## config.mk

```make
export PLATFORM = sky130hd
export DESIGN_NAME = ipv4_pkt_builder
export DESIGN_NICKNAME = d
export VERILOG_FILES = /design/src/rtl/ipv4_pkt_builder.sv
export SDC_FILE = /design/constraint.sdc
export NUM_CORES = 1
export LEC_CHECK = 0
export BUFFER_PORTS_ARGS = -buffer_cell sky130_fd_sc_hd__buf_2
export CAP_MARGIN = 20
export CORE_ASPECT_RATIO = 0.75
export CORE_MARGIN = 2
export CORE_UTILIZATION = 35
export CTS_CLUSTER_DIAMETER = 150
export DETAILED_ROUTE_END_ITERATION = 7
export GPL_TIMING_DRIVEN = 0
export PLACE_DENSITY = 0.63
export SLEW_MARGIN = 20
export SYNTH_ARGS = -nofsm -noshare
export SYNTH_HDL_FRONTEND = slang
export SYNTH_SLANG_ARGS = --single-unit
```

## constraint.sdc

```tcl
create_clock -name i_txmac_clk -period 5.2 [get_ports i_txmac_clk]
set_clock_uncertainty 0.2 [all_clocks]
set_input_delay 0.26 -clock i_txmac_clk [delete_from_list [all_inputs] [get_ports i_txmac_clk]]
set_output_delay 0.26 -clock i_txmac_clk [all_outputs]
set_load 0.005 [all_outputs]
```

## src/rtl/ipv4_pkt_builder.sv

```systemverilog
// ----------------------------------------------------------------------------
// ipv4_pkt_builder
//
// TX-side IPv4 packet builder.
//  - Takes UDP and ICMP payload streams from first-word-fall-through sources.
//  - Arbitrates between the two sources at packet boundaries.
//  - Builds a 20-byte IPv4 header (no options) with a computed header checksum.
//  - Emits header followed by payload as a byte stream towards the Ethernet
//    frame builder.
//
// Optional build macro:
//   IPV4_PKT_BUILDER_ICMP_PRIO_EN - when defined, ICMP has fixed priority over
//                                   UDP; otherwise the sources are served
//                                   round-robin.
//
// Ports:
//   i_txmac_clk, i_txmac_arst_n      clock, asynchronous active-low reset
//   i_udp_*  / o_udp_pkt_byte_rd     UDP payload source (FWFT) and its pop strobe
//   i_icmp_* / o_icmp_pkt_byte_rd    ICMP payload source (FWFT) and its pop strobe
//   o_ipv4_pkt_byte/_vld/_last_byte  output byte stream (single register stage)
//   i_ipv4_pkt_byte_rd               downstream consumes a byte when rd & vld
//   o_len_mismatch                   pulse: received byte count != declared length
//   o_pkt_dropped                    pulse: packet with illegal length discarded
// ----------------------------------------------------------------------------
module ipv4_pkt_builder #(
    parameter logic [31:0] SRC_IP_ADDR       = 32'h0A000001,
    parameter logic [7:0]  IPV4_TTL          = 8'd64,
    parameter bit          DF_EN             = 1'b1,
    parameter int          PAYLOAD_MAX_BYTES = 1480
) (
    input  logic        i_txmac_clk,
    input  logic        i_txmac_arst_n,

    input  logic [7:0]  i_udp_pkt_byte,
    input  logic        i_udp_pkt_byte_vld,
    input  logic        i_udp_pkt_last_byte,
    input  logic [15:0] i_udp_pkt_len,
    input  logic [31:0] i_udp_dst_ip,
    output logic        o_udp_pkt_byte_rd,

    input  logic [7:0]  i_icmp_pkt_byte,
    input  logic        i_icmp_pkt_byte_vld,
    input  logic        i_icmp_pkt_last_byte,
    input  logic [15:0] i_icmp_pkt_len,
    input  logic [31:0] i_icmp_dst_ip,
    output logic        o_icmp_pkt_byte_rd,

    output logic [7:0]  o_ipv4_pkt_byte,
    output logic        o_ipv4_pkt_byte_vld,
    output logic        o_ipv4_pkt_last_byte,
    input  logic        i_ipv4_pkt_byte_rd,

    output logic        o_len_mismatch,
    output logic        o_pkt_dropped
);

    typedef enum logic [2:0] {
        IDLE,
        ARB,
        CALC,
        SEND_HDR,
        SEND_PAYLOAD,
        DROP
    } state_t;

    localparam logic [15:0] MAX_LEN    = 16'(PAYLOAD_MAX_BYTES);
    localparam logic [15:0] FLAGS_WORD = DF_EN ? 16'h4000 : 16'h0000;
    localparam logic [7:0]  PROTO_UDP  = 8'h11;
    localparam logic [7:0]  PROTO_ICMP = 8'h01;

    state_t      state;
    state_t      state_next;

    // Output register stage
    logic [7:0]  out_byte;
    logic        out_vld;
    logic        out_last;

    // Per-packet context latched in ARB
    logic        sel_icmp;
    logic [15:0] len_q;
    logic [31:0] dst_q;
    logic [7:0]  proto_q;

    // Checksum / sequencing
    logic [19:0] sum_q;
    logic [3:0]  calc_cnt;
    logic [4:0]  hdr_idx;
    logic [15:0] pay_cnt;
    logic [15:0] ident_q;

    logic        len_mismatch_q;
    logic        pkt_dropped_q;

`ifndef IPV4_PKT_BUILDER_ICMP_PRIO_EN
    // 1 = ICMP is preferred at the next arbitration (opposite of last served)
    logic        rr_prefer_icmp;
`endif

    // Selected source view
    logic        src_vld;
    logic        src_last;
    logic [7:0]  src_byte;

    assign src_vld  = sel_icmp ? i_icmp_pkt_byte_vld  : i_udp_pkt_byte_vld;
    assign src_last = sel_icmp ? i_icmp_pkt_last_byte : i_udp_pkt_last_byte;
    assign src_byte = sel_icmp ? i_icmp_pkt_byte      : i_udp_pkt_byte;

    // Arbitration decision, only meaningful while in ARB
    logic        any_vld;
    logic        pick_icmp;
    logic [15:0] pick_len;
    logic        pick_len_bad;

    assign any_vld = i_udp_pkt_byte_vld || i_icmp_pkt_byte_vld;

    always_comb begin
`ifdef IPV4_PKT_BUILDER_ICMP_PRIO_EN
        pick_icmp = i_icmp_pkt_byte_vld;
`else
        pick_icmp = i_icmp_pkt_byte_vld && (!i_udp_pkt_byte_vld || rr_prefer_icmp);
`endif
    end

    assign pick_len     = pick_icmp ? i_icmp_pkt_len : i_udp_pkt_len;
    assign pick_len_bad = (pick_len == 16'd0) || (pick_len > MAX_LEN);

    // Header word mux, shared by the checksum accumulator (CALC) and the
    // byte serialiser (SEND_HDR). The checksum word reads as zero while it
    // is being computed.
    logic [3:0]  word_sel;
    logic [15:0] word_val;
    logic [15:0] total_len;
    logic [15:0] csum;

    assign total_len = len_q + 16'd20;
    assign csum      = ~sum_q[15:0];
    assign word_sel  = (state == CALC) ? calc_cnt : hdr_idx[4:1];

    always_comb begin
        word_val = 16'h0000;
        case (word_sel)
            4'd0:    word_val = 16'h4500;
            4'd1:    word_val = total_len;
            4'd2:    word_val = ident_q;
            4'd3:    word_val = FLAGS_WORD;
            4'd4:    word_val = {IPV4_TTL, proto_q};
            4'd5:    word_val = (state == CALC) ? 16'h0000 : csum;
            4'd6:    word_val = SRC_IP_ADDR[31:16];
            4'd7:    word_val = SRC_IP_ADDR[15:0];
            4'd8:    word_val = dst_q[31:16];
            4'd9:    word_val = dst_q[15:0];
            default: word_val = 16'h0000;
        endcase
    end

    // The output stage can take a new byte when empty or emptying this cycle
    logic        stage_free;
    assign stage_free = !out_vld || i_ipv4_pkt_byte_rd;

    logic        src_rd;
    logic        take;
    logic        load;
    logic [7:0]  load_byte;
    logic        load_last;

    // Next-state and per-cycle control strobes
    always_comb begin
        state_next = state;
        src_rd     = 1'b0;
        take       = 1'b0;
        load       = 1'b0;
        load_byte  = 8'h00;
        load_last  = 1'b0;
        case (state)
            IDLE: begin
                if (any_vld) state_next = ARB;
            end
            ARB: begin
                // A source may have gone empty since IDLE; just retry later
                if (!any_vld)          state_next = IDLE;
                else if (pick_len_bad) state_next = DROP;
                else                   state_next = CALC;
            end
            CALC: begin
                if (calc_cnt == 4'd11) state_next = SEND_HDR;
            end
            SEND_HDR: begin
                if (stage_free) begin
                    load      = 1'b1;
                    load_byte = hdr_idx[0] ? word_val[7:0] : word_val[15:8];
                    if (hdr_idx == 5'd19) state_next = SEND_PAYLOAD;
                end
            end
            SEND_PAYLOAD: begin
                src_rd = stage_free;
                take   = stage_free && src_vld;
                if (take) begin
                    load      = 1'b1;
                    load_byte = src_byte;
                    load_last = src_last;
                    if (src_last) state_next = IDLE;
                end
            end
            DROP: begin
                src_rd = 1'b1;
                take   = src_vld;
                if (src_vld && src_last) state_next = IDLE;
            end
            default: state_next = IDLE;
        endcase
    end

    always_ff @(posedge i_txmac_clk or negedge i_txmac_arst_n) begin
        if (!i_txmac_arst_n) state <= IDLE;
        else                 state <= state_next;
    end

    // Packet context, checksum accumulation, counters and status pulses
    always_ff @(posedge i_txmac_clk or negedge i_txmac_arst_n) begin
        if (!i_txmac_arst_n) begin
            sel_icmp       <= 1'b0;
            len_q          <= 16'h0000;
            dst_q          <= 32'h0000_0000;
            proto_q        <= 8'h00;
            sum_q          <= 20'h00000;
            calc_cnt       <= 4'd0;
            hdr_idx        <= 5'd0;
            pay_cnt        <= 16'h0000;
            ident_q        <= 16'h0000;
            len_mismatch_q <= 1'b0;
            pkt_dropped_q  <= 1'b0;
`ifndef IPV4_PKT_BUILDER_ICMP_PRIO_EN
            rr_prefer_icmp <= 1'b0;
`endif
        end else begin
            len_mismatch_q <= 1'b0;
            pkt_dropped_q  <= 1'b0;
            case (state)
                ARB: begin
                    sel_icmp      <= pick_icmp;
                    len_q         <= pick_len;
                    dst_q         <= pick_icmp ? i_icmp_dst_ip : i_udp_dst_ip;
                    proto_q       <= pick_icmp ? PROTO_ICMP : PROTO_UDP;
                    sum_q         <= 20'h00000;
                    calc_cnt      <= 4'd0;
                    hdr_idx       <= 5'd0;
                    pay_cnt       <= 16'h0000;
                    pkt_dropped_q <= any_vld && pick_len_bad;
                end
                CALC: begin
                    calc_cnt <= calc_cnt + 4'd1;
                    // Ten additions, then two end-around-carry folds
                    if (calc_cnt < 4'd10)
                        sum_q <= sum_q + {4'h0, word_val};
                    else
                        sum_q <= {4'h0, sum_q[15:0]} + {16'h0000, sum_q[19:16]};
                end
                SEND_HDR: begin
                    if (load) hdr_idx <= hdr_idx + 5'd1;
                end
                SEND_PAYLOAD: begin
                    if (take) begin
                        pay_cnt <= pay_cnt + 16'd1;
                        if (src_last) begin
                            len_mismatch_q <= (pay_cnt + 16'd1) != len_q;
                            ident_q        <= ident_q + 16'd1;
`ifndef IPV4_PKT_BUILDER_ICMP_PRIO_EN
                            rr_prefer_icmp <= !sel_icmp;
`endif
                        end
                    end
                end
                default: ;
            endcase
        end
    end

    // Output stage: reloads in the same cycle it is consumed
    always_ff @(posedge i_txmac_clk or negedge i_txmac_arst_n) begin
        if (!i_txmac_arst_n) begin
            out_vld  <= 1'b0;
            out_byte <= 8'h00;
            out_last <= 1'b0;
        end else if (load) begin
            out_vld  <= 1'b1;
            out_byte <= load_byte;
            out_last <= load_last;
        end else if (i_ipv4_pkt_byte_rd) begin
            out_vld  <= 1'b0;
            out_last <= 1'b0;
        end
    end

    assign o_udp_pkt_byte_rd    = src_rd && !sel_icmp;
    assign o_icmp_pkt_byte_rd   = src_rd && sel_icmp;
    assign o_ipv4_pkt_byte      = out_byte;
    assign o_ipv4_pkt_byte_vld  = out_vld;
    assign o_ipv4_pkt_last_byte = out_last;
    assign o_len_mismatch       = len_mismatch_q;
    assign o_pkt_dropped        = pkt_dropped_q;

endmodule

```

==> results of run 1 <==
layout by cell type, fill, tap and decap left out, types with 21 or more instances in the layout:
cell / n
a21oi_1: 30
a31oi_1: 56
buf_2: 134
clkbuf_1: 48
dfrtp_1: 126
dlygate4sd3_1: 111
ha_1: 21
nand2_1: 171
nand3_1: 35
nor2_1: 122
nor3_1: 28
o21ai_0: 72
xnor2_1: 37
xor2_1: 25
layer usage:
layer | global-route usage | wire, microns | vias to the layer above
met3 | 0.04904 | 3009 | 44
met2 | 0.3641 | 13570 | 457
met5 | 0 | 0 | -
met1 | 0.3592 | 14970 | 4573
met4 | 0.07116 | 707 | 0
li1 | - | - | 4454
layout make-up:
class	instances	share of cell area
clock buffers	19	0.03705
flip-flops and latches	128	0.2682
repair buffers	260	0.1612
well taps	338	0.03538
multi-input cells	858	0.4525
plain buffers	67	0.02491
inverters	20	0.006280
clock inverters	13	0.01455
flip-flops by register name, indices dropped and copies added (netlist names), 3 cells and up:
name and flops:
hdr_idx 5, ident_q 16, len_q 16, dst_q 32
o_ipv4_pkt_byte 8, sum_q 20, calc_cnt 4, state 3
pay_cnt 16
critical path: stages (launching register included):
cell and delay [ps]:
dfrtp_2 430, or3b_1 370, buf_4 170, buf_4 180, or3_4 350, a21oi_4 270, buf_6 160, a221o_1 250
ha_4 240, nor2b_1 120, o21a_1 230, o31ai_4 320, o32ai_2 140, o41a_1 500, o31ai_4 410, a211oi_2 130
o21a_1 210, o31ai_2 260
kinds of logic after synthesis:
| group | Yosys count | synth area share |
|---|---|---|
| flip-flops | 128 | 0.3667 |
| buffers and inverters | 89 | 0.03882 |
| multiplexers | 24 | 0.02822 |
| XOR/XNOR | 62 | 0.06217 |
| AO/OA/AOI/OAI | 288 | 0.2262 |
| adder cells (fa/ha/maj) | 25 | 0.03753 |
| AND/OR/NAND/NOR | 459 | 0.2404 |
final timing paths:
check                                             start                             end  slack, ps  cells after the start
worst min register to register  ident_q[15]$_DFFE_PN0P_         ident_q[15]$_DFFE_PN0P_        270                      1
min in group i_txmac_clk               i_udp_pkt_len[7]            len_q[7]$_DFFE_PN0P_         80                      3
worst min-delay path                     i_txmac_arst_n  o_ipv4_pkt_byte[3]$_DFFE_PN0P_         80                      2
worst max-delay path               state[0]$_DFFE_PN0P_           sum_q[14]$_DFFE_PN0P_        120                     17
max in group asynchronous                i_txmac_arst_n           dst_q[22]$_DFFE_PN0P_       3910                      3
worst max register to register     state[0]$_DFFE_PN0P_           sum_q[14]$_DFFE_PN0P_        120                     17
cells in the mapped netlist (4+ instances only):
cell / number
a221o_1: 6
o41a_1: 4
nand2_1: 173
nand4_1: 10
mux2i_1: 22
clkbuf_1: 56
nand2b_1: 14
xor2_1: 25
and4_1: 4
a221oi_1: 4
a211oi_1: 7
and2_1: 6
or4_1: 8
buf_1: 9
nor4_1: 5
o31ai_1: 10
o21ai_0: 72
nor2b_1: 8
o2111ai_1: 5
inv_1: 20
and3_1: 21
o221ai_1: 11
a21oi_1: 32
nor3_1: 28
nor4b_1: 5
nand3_1: 35
a31oi_1: 57
o21bai_1: 5
a22oi_1: 15
o211ai_1: 8
xnor2_1: 37
o22ai_1: 6
nor2_1: 123
nand3b_1: 5
or3_1: 8
a21o_1: 12
dfrtp_1: 128
ha_1: 23
through the flow:
step | worst slack (ps) | utilization | cells | total power, W | setup TNS (ps)
6_report | 123.6 | 0.4837 | 1703 | 0.004739 | 0
3_5_place_dp | -615.2 | 0.3993 | 1547 | 0.002984 | -4426
4_1_cts | 13.29 | 0.4716 | 1691 | 0.004676 | 0
2_1_floorplan | 635.4 | - | 1075 | 0.002398 | 0
3_3_place_gp | -555.5 | 0.3973 | 1545 | 0.002947 | -3633
5_1_grt | -42.00 | 0.4837 | 1703 | 0.004999 | -42.00
power by group:
| group | leakage (nW) | internal (W) | switching [W] | total [W] |
|---|---|---|---|---|
| combinational | 3.35 | 0.000892 | 0.000942 | 0.00183 |
| sequential | 1.61 | 0.00127 | 0.000341 | 0.00162 |
| clock | 0.297 | 0.000777 | 0.000512 | 0.00129 |
| total | 5.25 | 0.00294 | 0.00180 | 0.00474 |
timing repair:
action	CTS	global route
endpoints found under the setup margin	12	10
pin swaps	1	17
endpoints found under the hold margin	184	0
hold buffers	111	0
resized for setup	14	58
buffers inserted	1	14
==> out/qor.yml, run 1 <==
outcome: "completed"
ys_seq_area_frac: 0.3667
timing.final.max_slew_violations: 0
grt_max_degree: 98
drtIter0Drc: 883
worst_setup_path_start_kind: "flip-flop"
ant_nets: 0
clk_path_buf_depth: 2
end_kind: "flip-flop"
grt_pass1_vias: 8979
yosysWarningCount: 0
wirelength_mm: 32.26
ir_worst_vdd_mv: 0.2531
synth_cell_types: 69
fp.dieH_microns: 140.8
hold_path_class: "input pin to async pin"
grt_antenna_before_repair: 0
cts_tree: "yes"
cts-buffers-inserted: 17
n_fill_cell: 2344
finalSetupViolations: 0
synth_top_area_cell: "dfrtp_1"
path_max_fanout: 10
avgSynthCellArea_sq_um: 8.125
drc_errors: 0
clockRootBuffer: "clkbuf_16"
tightest_slew_ps: 836.0
whs_ps: 75.45
core_area_sq_um: 24710
stdcell_area_sq_um: 11950
avgViaCountPerCell: 5.595
syn_area_sq_um: 8735
multi_input_area_sq_um: 5409
dr.pass1.iters: 5
syn2layout_area_growth_pct: 36.86
path_class: "flip-flop to flip-flop"
die-area_sq_um: 26250
finalCriticalPeriod_ps: 5076
post_route_cells_drive_above_1_share: 0.1714
clock.fmax_ghz: 0.1970
power.density_nw_per_um2: 396.4
seqCellArea_sq_um: 3206
clk_latency_ps: 440
place_area_sq_um: 9867
cap_violations: 0
place_congestion: 0.9629
leakage_nw: 5.254
io_pins: 133
num_rows: 50
initial_core_util: 0.3535
cts.sinks: 128
async_flop_share: 1.000
gr-usage-all-layers: 0.2452
layout.nets: 1496
synth_top_area_share: 0.3667
die_w_microns: 186.4
clkSlewWorstSetupHoldPaths_ps: 70
relSlewSlack: 0.4389
fin_crit_sh: 0.9762
gr-total-overflow: 0
finalHoldViolations: 0
synth-edff-count: 0
synth.area.top_cells: "dfrtp_1 37%, nand2_1 7.4%, nor2_1 5.3%, o21ai_0 4.1%, a31oi_1 4.1%"
cp.required_ps: 5320
arrival_ps: 5200
vias: 9528
wire_per_inst_microns: 18.94
port_buffers: 132
synth_cells: 1075
synth_flop_cell: "dfrtp_1"
htreeDepth: 4
diodes: 0
dpl.hpwl_mm: 23.75
ys_seq_elements: 128
grt_pass1_wl_mm: 49.96
syn-num-nets: 1219
Note: power is estimated with default switching activity, not from simulation.
==> run 2: changes to the inputs <==
--- a/config.mk
+++ b/config.mk
@@ -14,6 +14,7 @@
 export DETAILED_ROUTE_END_ITERATION = 7
 export GPL_TIMING_DRIVEN = 0
 export PLACE_DENSITY = 0.63
+export SETUP_SLACK_MARGIN = 0.4
 export SLEW_MARGIN = 20
 export SYNTH_ARGS = -nofsm -noshare
 export SYNTH_HDL_FRONTEND = slang
==> out/qor.yml, run 2 (synthesis results as in run 1) <==
outcome: "completed"
arrival_ps: 4960  # -240 ps
power.density_nw_per_um2: 389.4  # -1.8%
comb_power_share: 0.392  # +0.005
cts-buffers-inserted: 17  # unchanged
core_area_sq_um: 24710  # unchanged
path_class: "flip-flop to flip-flop"
dp_cells: 1547  # unchanged
utilization: 0.4951  # +0.01134
leakage_nw: 5.354  # +1.9%
fp.dieH_microns: 140.8  # unchanged
r2r-start: "state[0]$_DFFE_PN0P_"
path_max_fanout: 6  # -4
final_common_cell: "nand2_1"
dpl.hpwl_mm: 23.75  # unchanged
clkPwrFrac: 0.271  # about the same
p_int_w: 0.002957  # +0.48%
mostFrequentLayoutCells: "170 x nand2_1, 134 x buf_2, 126 x dfrtp_1"
worst_setup_path_start_kind: "flip-flop"
finalSetupViolations: 0  # unchanged
cp-endpoint: "sum_q[14]$_DFFE_PN0P_"
port_buffers: 132  # unchanged
clk_latency_ps: 440  # about the same
tightest_slew_ps: 851.0  # +15.00 ps
die-area_sq_um: 26250  # unchanged
n_fill_cell: 2324  # -0.85%
wirelength_mm: 32.77  # +1.6%
post_route_cells_drive_above_1_share: 0.1926  # +0.02119
drtIter0Drc: 964  # +9.2%
avgViaCountPerCell: 5.607  # +0.22%
top_regs: "dst_q x32, sum_q x20"
io_pins: 133  # unchanged
vias: 9639  # +1.2%
grt_util_met1: 0.3577  # -0.001461
hold_path_class: "input pin to flip-flop"
cp_common_cell: "buf_6"
finalCriticalPeriod_ps: 4833  # -243.8 ps
place_congestion: 0.9629  # unchanged
ant_nets: 0  # unchanged
gr-usage-all-layers: 0.2481  # +0.002862
grt_max_degree: 98  # unchanged
fin_crit_sh: 0.9293  # -0.04689
ir_worst_vdd_mv: 0.2526  # -0.20%
r2r_cells: 19  # +2
grtUsageMet2: 0.3708  # +0.006677
clockRootBuffer: "clkbuf_16"
crit_cells: 19  # +2
crit_path_max_incr_delay_ps: 460  # -40 ps
dr.pass1.iters: 5  # unchanged
cts.sinks: 128  # unchanged
r2r_slack_ps: 370  # +240 ps
grt_antenna_before_repair: 0  # unchanged
switching_share: 0.3793  # +0.0004147
clock.fmax_ghz: 0.2069  # +5.0%
p_switching_w: 0.001807  # +0.66%
num_rows: 50  # unchanged
grtUsageMet3: 0.05477  # +0.005726
end_kind: "flip-flop"
finalHoldViolations: 0  # unchanged
largest-register: "dst_q"
cap_violations: 0  # unchanged
cp_cell_sequence: "or3b_1 > buf_6 > clkbuf_16 > or3_4 > a21oi_4 > buf_6 > buf_8 > buf_4 > a221oi_1 > nand2_1 > ha_2 > a21o_1 > a21oi_1 > nor2b_1 > o41a_1 > o31ai_4 > a211oi_2 > o21a_1 > o31ai_2"
clkSlewWorstSetupHoldPaths_ps: 60  # about the same
initial_core_util: 0.3535  # unchanged
cts_tree: "yes"
crit_start: "state[0]$_DFFE_PN0P_"
clk_path_buf_depth: 2  # unchanged
gr-total-overflow: 0  # unchanged
grt_pass1_vias: 9142  # +1.8%
htreeDepth: 4  # unchanged
power_w: 0.004765  # +0.55%
wire_per_inst_microns: 19.07  # +0.65%
layout.nets: 1512  # +1.1%
timing.final.max_slew_violations: 0  # unchanged
die_w_microns: 186.4  # unchanged
largest_reg_flops: 32  # unchanged
cp_num_buf_inv: 5  # +2
grt-busiest-layer: "met2"
drc_errors: 0  # unchanged
path_delay_family: "compound AO/OA/AOI/OAI gates"
grt_pass1_wl_mm: 50.63  # +1.3%
relSlewSlack: 0.4289  # -0.01007
fin_cells: 1719  # +0.94%
syn2layout_area_growth_pct: 40.07
rsz0062_at_grt: "true"
diodes: 0  # unchanged
cp_slowest_cell: "o41a_1"
r2r_end: "sum_q[14]$_DFFE_PN0P_"
cp.required_ps: 5320  # about the same
seqPwrFrac: 0.337  # -0.004
==> run 2: per-layer routing <==
metal | routed length, microns | share of wire
met3 | 2898 | 0.088
met4 | 732 | 0.022
met5 | 0 | 0
met1 | 15180 | 0.46
met2 | 13960 | 0.43
==> run 2: power by group through the flow <==
stage	sequential (W)	clock, W	combinational, W
after CTS	0.00159	0.00129	0.00182
after global placement	0.00160	0	0.00135
after floorplan	0.00146	0	0.000936
after global routing	0.00163	0.00134	0.00205
final	0.00161	0.00129	0.00187
after detailed placement	0.00161	0	0.00138
==> run 2: what timing repair did <==
action,4_1_cts,5_1_grt
hold endpoints to repair,184,0
hold buffers,111,0
pin swaps,15,31
setup endpoints to repair,15,9
gates resized for setup,50,53
buffers inserted,16,13
==> run 2: area by class of cell <==
type                            instances  area, sq um  area share
Sequential cell                       128         3206      0.2620
Tap cell                              338        422.9     0.03457
Buffer                                 69        344.1     0.02812
Timing Repair Buffer                  274         2049      0.1675
Inverter                               20        75.07    0.006136
Clock buffer                           19        442.9     0.03620
Clock inverter                         13        173.9     0.01422
Multi-Input combinational cell        858         5520      0.4512
==> run 2: worst min path at each step <==
stage                                 startpoint                             end  slack, ps  cells past startpoint
after detailed placement          i_txmac_arst_n           sum_q[14]$_DFFE_PN0P_        -40                      1
after global placement    proto_q[0]$_DFFE_PN0P_          proto_q[0]$_DFFE_PN0P_        250                      1
after CTS                     i_icmp_pkt_byte[4]  o_ipv4_pkt_byte[4]$_DFFE_PN0P_         60                      3
after floorplan                   i_txmac_arst_n         calc_cnt[0]$_DFFE_PN0P_       -240                      0
after global routing              i_txmac_arst_n  o_ipv4_pkt_byte[3]$_DFFE_PN0P_        110                      2
final                          i_udp_pkt_byte[4]  o_ipv4_pkt_byte[4]$_DFFE_PN0P_         80                      3
==> run 2: worst reg2reg max path: stages, from the launching register on <==
cell,delay (ps)
dfrtp_2,410
or3b_1,390
buf_6,150
clkbuf_16,150
or3_4,370
a21oi_4,260
buf_6,150
buf_8,90
buf_4,130
a221oi_1,90
nand2_1,200
ha_2,360
a21o_1,200
a21oi_1,140
nor2b_1,80
o41a_1,460
o31ai_4,340
a211oi_2,150
o21a_1,210
o31ai_2,220
==> run 2: stage by stage <==
step | setup TNS (ps) | cell area [sq um] | setup WS, ps | hold slack, ps
final | 0 | 12230 | 367.4 | 83.02
after global routing | 0 | 12230 | 229.5 | 111.3
after CTS | 0 | 11940 | 351.9 | 63.63
after detailed placement | -4426 | 9867 | -615.2 | -43.07
after global placement | -3633 | 9818 | -555.5 | 252.6
after floorplan | 0 | 8735 | 635.4 | -235.6
